**config.mk**
```make
export PLATFORM = sky130hd
export DESIGN_NAME = fetch_unit
export DESIGN_NICKNAME = d
export VERILOG_FILES = /design/src/rtl/fetch_unit_pkg.sv /design/src/rtl/fetch_pc_gen.sv /design/src/rtl/fetch_unit.sv
export SDC_FILE = /design/constraint.sdc
export NUM_CORES = 1
export LEC_CHECK = 0
export ABC_AREA = 1
export CORE_ASPECT_RATIO = 1.2
export CORE_UTILIZATION = 25
export CTS_CLUSTER_DIAMETER = 40
export DETAILED_ROUTE_END_ITERATION = 7
export PLACE_DENSITY_LB_ADDON = 0.3
export SLEW_MARGIN = 20
export SYNTH_ARGS = -nofsm -noshare
export SYNTH_HDL_FRONTEND = slang
export SYNTH_HIERARCHICAL = 1
export SYNTH_SLANG_ARGS = --single-unit
export TNS_END_PERCENT = 50
```
**constraint.sdc**
```tcl
create_clock -name clk -period 2.5 [get_ports clk]
set_clock_uncertainty 0.15 [all_clocks]
set_input_delay 0.5 -clock clk [delete_from_list [all_inputs] [get_ports clk]]
set_output_delay 0.5 -clock clk [all_outputs]
set_load 0.02 [all_outputs]
```
**src/rtl/fetch_unit_pkg.sv**
```systemverilog
// Shared constants, state encoding and payload types for the instruction-fetch stage.
package fetch_unit_pkg;

  localparam int unsigned XLEN = 32;

  localparam logic [1:0] PCSEL_PLUS4 = 2'd0;
  localparam logic [1:0] PCSEL_ALU   = 2'd1;
  localparam logic [1:0] PCSEL_SAME  = 2'd2;

  localparam logic [XLEN-1:0] RESET_PC = 32'h0000_2000;
  localparam logic [XLEN-1:0] NOP_INST = 32'h0000_0013;

  typedef enum logic [1:0] {
    FETCH_BOOT = 2'd0,
    FETCH_RUN  = 2'd1,
    FETCH_HOLD = 2'd2
  } fetch_state_e;

  // Instruction word as presented to decode; valid=0 marks an injected bubble.
  typedef struct packed {
    logic [XLEN-1:0] inst;
    logic            valid;
  } fetch_word_t;

  // Redirect targets are word-aligned by dropping the two low bits.
  function automatic logic [XLEN-1:0] align_target(input logic [XLEN-1:0] target);
    return target & ~XLEN'(3);
  endfunction

endpackage

```
**src/rtl/fetch_pc_gen.sv**
```systemverilog
// Next-PC priority mux, PC register and the stalled-redirect latch.
module fetch_pc_gen
  import fetch_unit_pkg::*;
(
  input  logic            clk,
  input  logic            reset,
  input  logic            boot,
  input  logic            stall,
  input  logic [1:0]      pc_sel,
  input  logic            inst_kill,
  input  logic [XLEN-1:0] alu_target,
  output logic [XLEN-1:0] pc_next,
  output logic [XLEN-1:0] pc_q
);

  logic [XLEN-1:0] tgt;
  logic [XLEN-1:0] redir_q;
  logic            redir_pend;
  logic            redir_capture;

  assign tgt           = align_target(alu_target);
  assign redir_capture = stall && inst_kill && (pc_sel == PCSEL_ALU);

  // Boot and stall dominate; a redirect remembered across a stall beats the live select.
  always_comb begin
    pc_next = pc_q + XLEN'(4);
    if (boot) begin
      pc_next = RESET_PC;
    end else if (stall) begin
      pc_next = pc_q;
    end else if (redir_pend) begin
      pc_next = redir_q;
    end else if (pc_sel == PCSEL_ALU) begin
      pc_next = tgt;
    end else if (pc_sel == PCSEL_SAME) begin
      pc_next = pc_q;
    end
  end

  always_ff @(posedge clk or negedge reset) begin
    if (!reset) begin
      pc_q <= RESET_PC;
    end else begin
      pc_q <= pc_next;
    end
  end

  // Latest redirect seen during a stall wins; consumed on the first unstalled cycle.
  always_ff @(posedge clk or negedge reset) begin
    if (!reset) begin
      redir_q    <= '0;
      redir_pend <= 1'b0;
    end else if (redir_capture) begin
      redir_q    <= tgt;
      redir_pend <= 1'b1;
    end else if (!stall) begin
      redir_pend <= 1'b0;
    end
  end

endmodule

```
**src/rtl/fetch_unit.sv**
```systemverilog
// Instruction-fetch stage: PC generation, I-cache request, stall hold buffer and bubble injection.
module fetch_unit
  import fetch_unit_pkg::*;
(
  input  logic            clk,
  input  logic            reset,
  input  logic            stall,
  input  logic [1:0]      pc_sel,
  input  logic            inst_kill,
  input  logic [XLEN-1:0] alu_target,
  output logic [XLEN-1:0] icache_addr,
  output logic            icache_re,
  input  logic [XLEN-1:0] icache_dout,
  output logic [XLEN-1:0] pc_f,
  output logic [XLEN-1:0] inst_out,
  output logic            inst_valid
);

  fetch_state_e state_q, state_d;
  fetch_word_t  hold_q, hold_d;
  fetch_word_t  word;
  logic [XLEN-1:0] pc_next;
  logic [XLEN-1:0] pc_q;

  fetch_pc_gen u_pc_gen (
    .clk        (clk),
    .reset      (reset),
    .boot       (state_q == FETCH_BOOT),
    .stall      (stall),
    .pc_sel     (pc_sel),
    .inst_kill  (inst_kill),
    .alu_target (alu_target),
    .pc_next    (pc_next),
    .pc_q       (pc_q)
  );

  assign icache_addr = pc_next;
  assign icache_re   = reset;
  assign pc_f        = pc_q;
  assign inst_out    = word.inst;
  assign inst_valid  = word.valid;

  always_ff @(posedge clk or negedge reset) begin
    if (!reset) begin
      state_q <= FETCH_BOOT;
      hold_q  <= '{inst: NOP_INST, valid: 1'b0};
    end else begin
      state_q <= state_d;
      hold_q  <= hold_d;
    end
  end

  // Re-requesting the same PC leaves icache_dout stale for this cycle, so it is bubbled too.
  always_comb begin
    state_d = state_q;
    hold_d  = hold_q;
    word    = '{inst: NOP_INST, valid: 1'b0};
    case (state_q)
      FETCH_BOOT: begin
        if (!stall) state_d = FETCH_RUN;
      end
      FETCH_RUN: begin
        word = '{inst: icache_dout, valid: 1'b1};
        if (inst_kill || (!stall && (pc_sel == PCSEL_SAME))) begin
          word = '{inst: NOP_INST, valid: 1'b0};
        end
        if (stall) begin
          hold_d  = word;
          state_d = FETCH_HOLD;
        end
      end
      FETCH_HOLD: begin
        word = hold_q;
        if (!stall) state_d = FETCH_RUN;
      end
      default: begin
        state_d = FETCH_BOOT;
      end
    endcase
  end

endmodule

```
# After elaboration in Yosys (flattened, before gate mapping)
# Index checks and enable logic that the tools add are counted.
# Widths: inputs -> output; s select.
# word_totals
mem_count	0
regBits	98
latch_bits	0
output_inout_bits	98
ram_bits	0
mem_bits_ro	0
input_bits	70
wordCells	35
# op_classes
multipliers	0
n_mux	12
n_lt_le_gt_ge	0
bitwise_logic	0
shift	0
div_mod_pow	0
addsub	1
eq_ne	7
reduce_logical	9
# op_table
operator	count
$mux 32	5
$pmux 33 s2	1
$mux 33	1
$add 32x3->32 const B	1
$eq 2x1->1 const B	2
$eq 2x2->1 const B	2
$mux 2	2
$ne 2x2->1 const B	2
$pmux 2 s2	1
$reduce_and 2->1	2
$logic_and 1x1->1	3
$logic_not 2->1	1
$mux 1	2
$ne 2x1->1 const B	1
$reduce_or 2->1	1
$logic_not 1->1	1
$logic_or 1x1->1	1

# Depth between registers and ports, before layout
# Gate-level depths: netlist (run 1).
# depth
depth_word	6
depth_mapped	11
mapped_depth_nobuf	11

# Cells and area by module
# The synthesis (run 1) kept the hierarchy.
# by_module_without_submodules
module	area_each_um2	cells_each	instances	seq_area_each_um2
fetch_pc_gen	3841.2	500	1	1577.8
fetch_unit	2050.7	281	1	879.6

# Worst setup path before layout (run 1)
# No wires, ideal clock.
# synth_path
path_kind	reg-to-output
start	register u_pc_gen.pc_q[3]
end	output icache_addr[12]
slack_ns	-0.007
path_stages_with_launch	9
n_path_buf	0
required_time_ns	1.850
t_arrival_ns	1.857
path_cell_list	dfrtp_1 -> ha_1 -> nand2_1 -> nor2_2 -> nand3_4 -> xor2_1 -> o21ai_0 -> o21ai_0 -> a21oi_1
# synth_via
elab_chain_len	6
# synth_rtl
item	line	text
start: declaration	fetch_pc_gen.sv:13	output logic [XLEN-1:0] pc_q
start signal: assignment	fetch_pc_gen.sv:44	pc_q <= pc_next;
$add 32x3->32	fetch_pc_gen.sv:26	pc_next = pc_q + XLEN'(4);
$mux 32	fetch_pc_gen.sv:35	end else if (pc_sel == PCSEL_SAME) begin
$mux 32	fetch_pc_gen.sv:33	end else if (pc_sel == PCSEL_ALU) begin
$mux 32	fetch_pc_gen.sv:31	end else if (redir_pend) begin
$mux 32	fetch_pc_gen.sv:29	end else if (stall) begin
$mux 32	fetch_pc_gen.sv:27	if (boot) begin
end: declaration	fetch_unit.sv:11	output logic [XLEN-1:0] icache_addr,
# No other way between the ends.

# Final worst setup path (run 1)
# layout_path
start	register u_pc_gen.pc_q[13]
end	output icache_addr[25]
# Same word-level chain as after synthesis.

==> summary.md, run 1 <==
| Metric | Value |
|---|---|
| Post-Syn Area | 5890 um2 |
| Slowest stage cell on the critical path | dfstp_2 |
| Pwr per Cell Area | 930 nW/um2 |
| RSZ-0062 raised after global routing | yes |
| Worst-Skew Late Latency | 350 ps |
| R2R depth | 14 |
| Hold_buf cts | 0 |
| Detailed Place HPWL | 14.6 mm |
| ANT cells | 0 |
| Number of synthesized register bits | 98 |
| Final setup viols | 29 |
| GR met1 Demand/Resource | 0.243 |
| Busiest grt layer | met2 |
| RePlAce Congestion | 0.843 |
| Layout cells sized above 1 | 0.362 |
| Crit end category | primary output |
| Antenna violations before repair | 0 |
| Synth Warn # | 6 |
| Syn_nets | 856 |
| Post-Synthesis Cells | 781 |
| Grt met3 use | 0.0276 |
| Clock sinks | 98 |
| Sequential share of the synthesized area | 0.417 |
| Max incr delay on CP | 590 ps |
| Nets | 1143 |
| Final WL | 23.3 mm |
| Area fraction of the dominant cell type after synthesis | 0.399 |
| Post-DRT Antenna Nets | 0 |
| R2R Path End | u_pc_gen/pc_q[9]$_DFF_PN0_ |
| Post-synthesis async set-or-reset flop share | 1.00 |
| R2R Setup Slk | 130 ps |
| Tightest Pin Transition | 611 ps |
| Initial Util | 0.255 |
| Num ports | 168 |
| Buf+Inv Stages, Crit Path | 2 |
| Failing checks | setup timing |
| # fillers | 2335 |
| Status | complete, but fails checks |
| Aggregate global-route resource usage | 0.190 |
| Fin crit share | 1.13 |
| Hold slack | 26.9 ps |
| Fin. max-slew vios | 0 |
| Layout Utilization | 0.424 |
| Final worst path period need | 2820 ps |
| Critical path depth | 8 |
| IO Port Bufs | 165 |
| Worst Setup Slack, final | -324 ps |
| Worst VDD drop | 492 uV |
| CP Class | flop to primary output |
| Pin count of the biggest net entering global routing | 99 |
| DR iter-0 viols | 367 |
| Total grt overflow | 0 |
| Max H-tree Level | 3 |
| Clk root buf | clkbuf_16 |
| Worst-path fanout max | 3 |
| Core area | 23100 um2 |
| Placement Setup Slack | -971 ps |
| DIE AREA | 24200 um2 |
| Area Overhead vs Synth | 66.4% |
| Longest Clk Path Bufs | 2 |
| Chip Height | 170 um |
| Drt via density | 4.85 |
| Max Clock Freq | 0.354 GHz |
| Post-synth cell types | 38 |
| DR WL/cell | 16.8 um |
| Top cell by count, worst path | nand2_2 |
| Top delay family on crit path | flip-flops |
| Vias in the first global route | 6574 |
| Leakage power | 4.40 nW |
| Worst EP required | 1850 ps |
| CTS tree | done |
| HP Class | input pin to asynchronous set/reset pin |
| First-pass GRT wire length | 35.4 mm |
| Row Count | 61 |
| Die X | 142 um |
| DRT Pass-1 Iters | 4 |
| Synth top area cells | dfrtp_1 (40%), nand2_1 (12%), a21oi_1 (8.2%) |
| Largest area contributor in the netlist | dfrtp_1 |
| DR vias | 6738 |
| Crit path cell chain | nand2_2 > nor2_2 > nand2_2 > buf_4 > nor4_4 > o21ai_1 > a21oi_2 > buf_6 |
| Post-synthesis area per instance | 7.54 um2 |
| Number of synthesized flops with an enable pin | 0 |
| Number of buffers created by CTS | 9 |
| Total negative slack | -6200 ps |
| Data arrival time of the critical path | 2170 ps |
| RR Startpoint | u_pc_gen/pc_q[3]$_DFF_PN0_ |
| DRC errors left | 0 |
| Crit path from | u_pc_gen/pc_q[13]$_DFF_PN1_ |
| Global Route met2 Usage | 0.316 |
| Rel. slew slack | 0.593 |
| Final hold violations | 0 |
| Maxcap violations | 0 |
| Main synth FF type | dfrtp_1 |
| Reg clk slew, reported paths | 80 ps |
| Crit start category | flop |
## layout by cell type (no fill, tap or decap), drive strengths merged, types with 4 or more instances in the layout
cell type / netlist / layout
or2: 7 / 7
nand4: 34 / 34
xor2: 4 / 4
a21oi: 100 / 100
mux2: 19 / 19
nand2: 199 / 199
nand3: 57 / 57
nor3: 6 / 6
inv: 57 / 59
dfstp: 4 / 4
ha: 5 / 5
o21ai: 75 / 75
dfrtp: 94 / 94
clkdlybuf4s50: 0 / 96
nor2: 50 / 50
buf: 22 / 219
o211ai: 5 / 5
clkbuf: 30 / 18
## registers in the layout, indices dropped and copies added (netlist names)
| register | cells |
|---|---|
| hold_q | 33 |
| u_pc_gen/redir_q | 30 |
| u_pc_gen/redir_pend | 1 |
| u_pc_gen/pc_q | 32 |
| state_q | 2 |
## metrics by stage
step	std cells	power, mW	area, um2
2_1_floorplan	781	4.67	5900
3_3_place_gp	1330	7.09	8780
3_5_place_dp	1330	7.11	8780
4_1_cts	1375	8.95	9490
5_1_grt	1388	9.66	9800
6_report	1388	9.12	9800
## logic make-up (layout without fill, tap and decap cells)
| kind of cell | count (synthesis) | in the layout | share of synthesized area |
|---|---|---|---|
| and+or+nand+nor | 357 | 357 | 0.282 |
| AOI/OAI and AO/OA | 186 | 186 | 0.164 |
| muxes | 19 | 19 | 0.0363 |
| buffers and inverters | 109 | 401 | 0.0788 |
| DFF | 98 | 98 | 0.417 |
| adders and majority gates | 5 | 5 | 0.0106 |
| xor gates and xnor gates | 7 | 7 | 0.0104 |
## synth_stat cells (5+ instances only)
master and count:
a21oi_1 97, buf_2 14, clkbuf_1 29, dfrtp_1 94, ha_1 5, inv_1 51, inv_2 6, mux2_2 16
nand2_1 194, nand2_2 5, nand3_1 51, nand4_1 34, nor2_1 37, nor2_2 5, nor2_4 8, nor3_1 6
o211ai_1 5, o21ai_0 71, or2_2 7
## layer usage
layer | part of all wire | wire, um | vias up
met2 | 0.48 | 11200 | 252
met5 | 0 | 0 | -
met3 | 0.062 | 1450 | 34
met1 | 0.43 | 10000 | 3256
li1 | - | - | 3196
met4 | 0.028 | 643 | 0
## worst max path at each step
stage	to
2_1_floorplan	icache_addr[30]
3_3_place_gp	icache_addr[22]
3_5_place_dp	icache_addr[22]
4_1_cts	icache_addr[30]
5_1_grt	icache_addr[22]
6_report	icache_addr[25]
## report_power, final
| group | switching, mW | leakage [nW] | total [mW] | internal (mW) |
|---|---|---|---|---|
| registers | 0.345 | 1.25 | 2.45 | 2.10 |
| logic | 2.88 | 3.01 | 5.25 | 2.37 |
| clock network | 0.683 | 0.138 | 1.42 | 0.735 |
## area by class of cell
cell class | count | area [um2] | area share
multi-input cells | 574 | 3390 | 0.346
repair inverters | 1 | 6.26 | 0.000638
flip-flops and latches | 98 | 2460 | 0.251
repair buffers | 327 | 3050 | 0.311
clock inverters | 5 | 37.5 | 0.00383
clock buffers | 11 | 253 | 0.0258
inverters | 57 | 219 | 0.0223
well taps | 315 | 394 | 0.0402
## what timing repair did
item	in CTS	in global routing
gates cloned	4	1
endpoints found under the setup margin	65	64
setup buffers	25	13
pin swaps	35	38
resized for setup	355	91
Power figures use the tool's default switching activity.
==> run 2, diff against run 1 <==
DONT_BUFFER_PORTS = 1   (was not set)
==> run 2 against run 1 <==
Effect of this change:
- the flow finishes with violations (hold timing, setup timing)
- clock power increased by 8%
- register-to-register slack improved by 390 ps
- first-iteration DRC count decreased by 6.5%
- wire length decreased by 12%
==> summary.md, run 2 (synthesis results as in run 1) <==
| Metric | Value |
|---|---|
| CTS tree | done |
| Post-Layout Cell Count | 1196 |
| Die X | 142 um |
| Top reg by flops | hold_q |
| DR iter-0 viols | 343 |
| R2R Setup Slk | 520 ps |
| Worst EP required | 1850 ps |
| Final WL | 20.5 mm |
| Aggregate global-route resource usage | 0.172 |
| RSZ-0062 raised after global routing | yes |
| Top cell by count, worst path | nand2_1 |
| Crit end category | primary output |
| Total grt overflow | 0 |
| HP Class | input pin to asynchronous set/reset pin |
| Number of buffers created by CTS | 9 |
| Area Overhead vs Synth | 32.6% |
| Final worst path period need | 2780 ps |
| Crit path cell chain | ha_2 > nand2_2 > nor2_4 > nand3_4 > nor2_4 > nand2_1 > nand2_1 > nand3_1 > nand2_1 > nand2_2 > a21oi_2 > buf_4 |
| Longest Clk Path Bufs | 2 |
| Pin count of the biggest net entering global routing | 100 |
| Antenna violations before repair | 1 |
| Placed Cells | 1162 |
| Hold slack | -325 ps |
| Chip Height | 170 um |
| DIE AREA | 24200 um2 |
| Final hold violations | 98 |
| Worst Setup Slack, final | -284 ps |
| First-pass GRT wire length | 31.9 mm |
| Worst VDD drop | 435 uV |
| Tightest Pin Transition | 515 ps |
| Layout cells sized above 1 | 0.314 |
| RePlAce Congestion | 0.839 |
| IO Port Bufs | 0 |
| Vias in the first global route | 5707 |
| Fin crit share | 1.11 |
| DR WL/cell | 17.1 um |
| Layout Utilization | 0.338 |
| Core area | 23100 um2 |
| DR vias | 5811 |
| Crit start category | flop |
| Clk root buf | clkbuf_16 |
| Worst-Skew Late Latency | 370 ps |
| Nets | 950 |
| Reg clk slew, reported paths | 70 ps |
| Pwr per Cell Area | 1020 nW/um2 |
| Slowest stage cell on the critical path | dfrtp_1 |
| Status | complete, but fails checks |
| Max incr delay on CP | 390 ps |
| DRT Pass-1 Iters | 5 |
| Drt via density | 4.86 |
| Commonest non-fill, non-tap cell in the layout | nand2_1 |
| Post-DRT Antenna Nets | 0 |
| DRC errors left | 0 |
| Row Count | 61 |
| Max Clock Freq | 0.359 GHz |
| Failing checks | hold timing, setup timing |
| Commonest cells after routing, fill and taps aside | nand2_1 (182), buf_4 (117), dfrtp_1 (93), a21oi_1 (75), o21ai_0 (56) |
| Top Registers | hold_q x33, u_pc_gen/pc_q x32, u_pc_gen/redir_q x30 |
| Leakage power | 3.43 nW |
| CP Class | flop to primary output |
| Total negative slack | -5010 ps |
| Final setup viols | 27 |
| Initial Util | 0.255 |
| Worst-path fanout max | 5 |
| Data arrival time of the critical path | 2130 ps |
| Detailed Place HPWL | 13.6 mm |
| Fin. max-slew vios | 0 |
| Clock sinks | 98 |
| Max FFs per register | 33 |
| Max H-tree Level | 3 |
| Maxcap violations | 0 |
| Num ports | 168 |
| Rel. slew slack | 0.656 |
run 2: per-layer routing:
layer / share of wire / wire length, um / up-vias / GRT usage
li1: - / - / 2808 / -
met1: 0.42 / 8570 / 2785 / 0.207
met2: 0.48 / 9830 / 198 / 0.291
met3: 0.084 / 1710 / 20 / 0.0501
met4: 0.017 / 350 / 0 / 0.0617
met5: 0 / 0 / - / 0
run 2: final cells by class:
class	instances	area [um2]
antenna	1	2.50
tap	315	394
clock buffer	10	239
multi-input combinational	574	3280
clock inverter	6	72.6
timing repair buffer	135	1150
fill	2436	15300
inverter	57	214
sequential	98	2460
run 2: critical path: cells and delay by family, from the launching register on:
| family | cells | cell delay, ps |
|---|---|---|
| simple gates | 9 | 850 |
| buf+inv | 1 | 160 |
| compound gates | 1 | 160 |
| fa+ha+maj | 1 | 200 |
| flops | 1 | 390 |
run 2: path summary, 6_finish.rpt:
kind / startpoint / cells past startpoint / end
min in group clk: inst_kill / 1 / hold_q[0]$_DFFE_PN0P_
hold reg to reg: hold_q[9]$_DFFE_PN0P_ / 2 / hold_q[9]$_DFFE_PN0P_
hold / removal: reset / 0 / hold_q[17]$_DFFE_PN0P_
setup reg to reg: u_pc_gen/pc_q[3]$_DFF_PN0_ / 10 / u_pc_gen/pc_q[21]$_DFF_PN0_
setup / recovery: u_pc_gen/pc_q[2]$_DFF_PN0_ / 12 / icache_addr[24]
max in group asynchronous: reset / 0 / u_pc_gen/pc_q[13]$_DFF_PN1_
run 2: timing repair:
item | CTS | global route
setup endpoints to repair | 28 | 47
pin swaps | 15 | 29
gates resized for setup | 43 | 64
hold endpoints to repair | 98 | 98
setup buffers | 8 | 9
run 2: through the flow:
| step | cell area [um2] | worst slack, ps | total power [mW] |
|---|---|---|---|
| 2_1_floorplan | 5900 | 4.29 | 4.67 |
| 3_3_place_gp | 7030 | -5.83 | 6.14 |
| 3_5_place_dp | 7030 | 2.30 | 6.16 |
| 4_1_cts | 7540 | -305 | 7.86 |
| 5_1_grt | 7810 | -435 | 8.47 |
| 6_report | 7810 | -284 | 7.95 |
run 2: power breakdown:
group | leakage, nW | switching (mW) | internal, mW | total (mW)
Sequential | 1.25 | 0.375 | 2.10 | 2.48
Clock | 0.150 | 0.713 | 0.816 | 1.53
Combinational | 2.03 | 2.47 | 1.47 | 3.94
Total | 3.43 | 3.56 | 4.39 | 7.95
